`src/rtl/vend_pkg.sv`:
```
// vend_pkg: shared states and coin values for the vending coin feeder.
package vend_pkg;
  typedef enum logic [2:0] {IDLE, COIN, GAP, WAIT, DONE} feeder_state_t;
  localparam int COIN5_UNITS = 1;
  localparam int COIN10_UNITS = 2;
endpackage

```
`src/rtl/vend_gap_timer.sv`:
```
// vend_gap_timer: loadable down-counter that parks at zero and flags it.
module vend_gap_timer #(
  parameter int W = 4
) (
  input  logic         clk,
  input  logic         reset_n,
  input  logic         load,
  input  logic [W-1:0] load_val,
  output logic         zero
);
  logic [W-1:0] cnt_q, cnt_d;
  assign zero = cnt_q == '0;
  always_comb cnt_d = load ? load_val : (zero ? cnt_q : cnt_q - W'(1));
  always_ff @(posedge clk or negedge reset_n)
    if (!reset_n) cnt_q <= '0;
    else cnt_q <= cnt_d;
endmodule

```
`src/rtl/vend_coin_feeder.sv`:
```
// vend_coin_feeder: pays PRICE_UNITS with Rs5/Rs10 pulses and reports the vending outcome.
// Define VEND_FEEDER_EXACT_EN to forbid Rs10 when it would overpay.
module vend_coin_feeder
  import vend_pkg::*;
#(
  parameter int PRICE_UNITS  = 3,
  parameter int COIN_GAP     = 2,
  parameter int RESP_TIMEOUT = 8,
  parameter int WALLET_W     = 4
) (
  input  logic                clk,
  input  logic                reset_n,
  input  logic                start,
  input  logic [WALLET_W-1:0] amount,
  input  logic                use_10,
  input  logic                item1,
  input  logic                rs5out,
  output logic                rs5,
  output logic                rs10,
  output logic                busy,
  output logic                done,
  output logic                got_item,
  output logic                got_change,
  output logic                short_funds,
  output logic                timeout,
  output logic [WALLET_W-1:0] coins_spent
);
  localparam int TMAX = (COIN_GAP > RESP_TIMEOUT) ? COIN_GAP : RESP_TIMEOUT;
  localparam int TW = $clog2(TMAX + 1);
  localparam int CW = WALLET_W + 1;
  localparam logic [CW-1:0] PRICE_C = CW'(PRICE_UNITS);
  localparam logic [TW-1:0] GAP_LD = TW'(COIN_GAP - 1);
  localparam logic [TW-1:0] RESP_LD = TW'(RESP_TIMEOUT - 1);

  feeder_state_t state_q, state_d;
  logic [WALLET_W-1:0] budget_q, budget_d, spent_q, spent_d, units;
  logic [CW-1:0] credit_q, credit_d;
  logic use10_q, use10_d, rs5_q, rs5_d, rs10_q, rs10_d, busy_q, busy_d, done_q, done_d;
  logic item_q, item_d, change_q, change_d, short_q, short_d, to_q, to_d;
  logic take10, tmr_load, tmr_zero;
  logic [TW-1:0] tmr_val;

`ifdef VEND_FEEDER_EXACT_EN
  assign take10 = use10_q && budget_q >= WALLET_W'(COIN10_UNITS) &&
                  (PRICE_C - credit_q) >= CW'(COIN10_UNITS);
`else
  assign take10 = use10_q && budget_q >= WALLET_W'(COIN10_UNITS);
`endif
  assign units = take10 ? WALLET_W'(COIN10_UNITS) : WALLET_W'(COIN5_UNITS);

  vend_gap_timer #(.W(TW)) u_timer (
    .clk(clk), .reset_n(reset_n), .load(tmr_load), .load_val(tmr_val), .zero(tmr_zero)
  );

  always_comb begin
    state_d = state_q;
    budget_d = budget_q;
    credit_d = credit_q;
    spent_d = spent_q;
    use10_d = use10_q;
    rs5_d = 1'b0;
    rs10_d = 1'b0;
    item_d = item_q;
    change_d = change_q;
    short_d = short_q;
    to_d = to_q;
    tmr_load = 1'b0;
    tmr_val = GAP_LD;
    case (state_q)
      IDLE: if (start) begin
        budget_d = amount;
        use10_d = use_10;
        credit_d = '0;
        spent_d = '0;
        {item_d, change_d, to_d} = '0;
        short_d = amount == '0;
        state_d = (amount == '0) ? DONE : COIN;
      end
      COIN: begin
        rs10_d = take10;
        rs5_d = !take10;
        credit_d = credit_q + CW'(units);
        spent_d = spent_q + units;
        budget_d = budget_q - units;
        tmr_load = 1'b1;
        state_d = GAP;
      end
      GAP: if (tmr_zero) begin
        if (credit_q >= PRICE_C) begin
          tmr_load = 1'b1;
          tmr_val = RESP_LD;
          state_d = WAIT;
        end else if (budget_q == '0) begin
          short_d = 1'b1;
          state_d = DONE;
        end else state_d = COIN;
      end
      WAIT: if (item1) begin
        item_d = 1'b1;
        change_d = rs5out;
        state_d = DONE;
      end else if (tmr_zero) begin
        to_d = 1'b1;
        state_d = DONE;
      end
      DONE: state_d = IDLE;
      default: state_d = IDLE;
    endcase
    busy_d = state_d != IDLE;
    done_d = state_d == DONE;
  end

  always_ff @(posedge clk or negedge reset_n)
    if (!reset_n) begin
      state_q <= IDLE;
      budget_q <= '0;
      credit_q <= '0;
      spent_q <= '0;
      use10_q <= 1'b0;
      rs5_q <= 1'b0;
      rs10_q <= 1'b0;
      busy_q <= 1'b0;
      done_q <= 1'b0;
      item_q <= 1'b0;
      change_q <= 1'b0;
      short_q <= 1'b0;
      to_q <= 1'b0;
    end else begin
      state_q <= state_d;
      budget_q <= budget_d;
      credit_q <= credit_d;
      spent_q <= spent_d;
      use10_q <= use10_d;
      rs5_q <= rs5_d;
      rs10_q <= rs10_d;
      busy_q <= busy_d;
      done_q <= done_d;
      item_q <= item_d;
      change_q <= change_d;
      short_q <= short_d;
      to_q <= to_d;
    end

  assign rs5 = rs5_q;
  assign rs10 = rs10_q;
  assign busy = busy_q;
  assign done = done_q;
  assign got_item = item_q;
  assign got_change = change_q;
  assign short_funds = short_q;
  assign timeout = to_q;
  assign coins_spent = spent_q;
endmodule

```
`config.mk`:
```
export PLATFORM = sky130hd
export DESIGN_NAME = vend_coin_feeder
export DESIGN_NICKNAME = d
export VERILOG_FILES = /design/src/rtl/vend_pkg.sv /design/src/rtl/vend_gap_timer.sv /design/src/rtl/vend_coin_feeder.sv
export SDC_FILE = /design/constraint.sdc
export NUM_CORES = 1
export LEC_CHECK = 0
export ABC_AREA = 1
export CAP_MARGIN = 20
export CORE_ASPECT_RATIO = 0.75
export CORE_MARGIN = 1
export CORE_UTILIZATION = 53
export CTS_BUF_LIST = sky130_fd_sc_hd__clkbuf_16
export DETAILED_ROUTE_END_ITERATION = 6
export PLACE_DENSITY = 0.78
export SYNTH_ARGS = -nofsm -noshare
export SYNTH_HDL_FRONTEND = slang
export SYNTH_SLANG_ARGS = --single-unit
```
`constraint.sdc`:
```
create_clock -name clk -period 2.33 [get_ports clk]
set_input_delay 0.466 -clock clk [delete_from_list [all_inputs] [get_ports clk]]
set_output_delay 0.466 -clock clk [all_outputs]
set_load 0.01 [all_outputs]
```
==> out/metrics.csv <==
metric,value,unit
wl_per_cell,14.47,um
arrival,2.12,ns
post-synth-top-count-cell,nand2_1,
post_cts_buffers,0,
num_vias,1211,
p_total,0.002605,W
setup_viol,0,
fmax,514.8,MHz
grt-ovfl-total,0,
grt_pass1_vias,1274,
port_buffers,21,
required,2.51,ns
p_clk_share,22.3,%
fin_util,71.80,%
end_kind,register,
p_per_area,1362,nW/um^2
synth-edff-count,0,
relSlewSlack,75.47,%
synth_top_area_cell,dfrtp_1,
crit_type,reg2reg,
first_iter_violations,70,
yosys_warnings,0,
clkLatencyLatePin,0.27,ns
crit_fanout,6,
nets,213,
die_height,48.44,um
cts_buffers,5,
hold_buffers,0,
worst_setup_path_start_kind,register,
status,finished clean,
gr-max-usage-layer,met2,
syn-num-nets,185,
hold_viol,0,
power.switching,0.001025,W
ys_types,27,
p_sw_share,39.35,%
instances_no_fill,229,
io_pins,22,
grt_pass1_wl,5.692,mm
rows,16,
tns,0,ns
rsz0062_at_grt,no,
combPwrFrac,45.8,%
cts-root-buf,clkbuf_16,
met1_usage,31.02,%
met3_usage,5.660,%
fin_worst_skew,0.003471,ns
gp_congestion,0.9247,
cts_sinks,29,
coreArea,2663,um^2
dp_cells,222,
antenna_found_initial,0,
grtUsageTotal,25.01,%
maxCapViolCount,0,
fin_crit_sh,83.37,%
via_per_inst,5.288,
dp_hpwl,2.275,mm
layout-drive-gt1-share,11.40,%
netlist.area_leader.share,47.62,%
syn2layout_area_growth,25.45,%
die_x,63.92,um
slew_violations,0,
synth_seq_cells,29,
yosysSeqAreaShare,47.62,%
syn_inst,165,
p_leak,0.9412,nW
synthFlopType,dfrtp_1,
synth.cell_area,1524,um^2
drtAntennaViolNets,0,
htreeDepth,2,
hp-class,reg2reg,
seqPwrFrac,31.9,%
dieArea,3096,um^2
internal-power,0.001580,W
synth_commonest_cells,"34 x nand2_1, 29 x dfrtp_1, 17 x inv_1",
route.detailed.drc,0,
ir_drop,0.0008836,V
worst_pin_slew,0.3680,ns
grt_max_degree,30,
drt-total-wl,3.313,mm
syn-mean-instance-area,9.236,um^2
start_util,57.24,%
fin_crit,1.942,ns
insertedDiodeCount,0,
cts_tree,yes,
synth_area_leaders,"dfrtp_1 48%, nand2_1 8.4%, ha_1 5.7%",
cts_buffer_depth,2,
async_reset_ff_share,100.0,%
grtUsageMet2,40.96,%
cts_resized,0,
clk_pin_slew,0.05,ns
firstDrtPassIters,4,
[metrics by stage]
| stage | hold slack (ns) | setup WS (ns) | cell area [um^2] |
|---|---|---|---|
| after floorplan | 0.1704 | 0.7200 | 1524 |
| after global placement | 0.4531 | 0.5291 | 1779 |
| after detailed placement | 0.4739 | 0.4915 | 1779 |
| after CTS | 0.4867 | 0.3990 | 1912 |
| after global routing | 0.5023 | 0.2347 | 1912 |
| final | 0.4871 | 0.3875 | 1912 |
[worst max-delay path: stages, from the launching register on]
cell and delay, ns:
dfrtp_1 0.41, nor2_1 0.12, nand2_1 0.08, nand2_1 0.20, inv_1 0.21, fa_1 0.47
nand4_1 0.14, nand3_1 0.11, o21ai_0 0.11
[cells in the final DEF, fill, tap and decap left out, drive strengths merged, types with 6 or more instances in the layout]
| master | instances |
|---|---|
| nand3 | 10 |
| xnor2 | 6 |
| ha | 7 |
| dfrtp | 29 |
| o21ai | 12 |
| nand2 | 37 |
| nor2 | 17 |
| clkdlybuf4s50 | 21 |
| a21oi | 6 |
| inv | 22 |
[layout make-up]
cell class / count / area, um^2
multi-input combinational: 114 / 711.9
timing repair buffer: 22 / 217.7
tap: 36 / 45.04
fill: 205 / 750.7
clock buffer: 5 / 125.1
clock inverter: 2 / 7.507
sequential: 29 / 725.7
inverter: 21 / 78.83
[sequential cells by signal (all words and copies together) (netlist names)]
name and flops:
credit_q 5, budget_q 4, coins_spent 4, u_timer.cnt_q 4, state_q 3, busy 1, done 1, got_change 1
got_item 1, rs10 1, rs5 1, short_funds 1, timeout 1, use10_q 1
[power groups by stage]
stage               clock network [W]  logic (W)  registers [W]
floorplan                           0   0.000814       0.000833
global placement                    0    0.00111       0.000818
detailed placement                  0    0.00117       0.000829
CTS                          0.000580    0.00119       0.000828
global route                 0.000601    0.00135       0.000852
finish                       0.000580    0.00119       0.000832
[kinds of logic (layout without fill, tap and decap cells)]
family / Yosys count / count (layout) / share of synthesized area [%]
and+or+nand+nor: 71 / 71 / 22.91
DFF: 29 / 29 / 47.62
AOI/OAI and AO/OA: 27 / 27 / 10.67
buffers and inverters: 22 / 50 / 5.665
adders and majority gates: 10 / 10 / 9.688
xor gates and xnor gates: 6 / 6 / 3.448
[worst paths after layout]
check | depth (start not counted) | startpoint | slack, ns | end
min reg2reg | 2 | use10_q | 0.49 | use10_q
min in group asynchronous | 2 | reset_n | 0.59 | credit_q[0]
max reg2reg | 8 | budget_q[3] | 0.39 | credit_q[4]
max in group asynchronous | 2 | reset_n | 1.47 | timeout
max | 8 | budget_q[3] | 0.39 | credit_q[4]
min | 2 | use10_q | 0.49 | use10_q
[routing by layer]
layer / part of all wire (%) / wire length (um) / vias to the layer above
met5: 0 / 0 / -
met4: 2.0 / 67 / 0
met3: 4.2 / 138 / 9
met2: 49 / 1611 / 29
met1: 45 / 1496 / 579
li1: - / - / 594
Note: power is estimated with default switching activity, not from simulation.
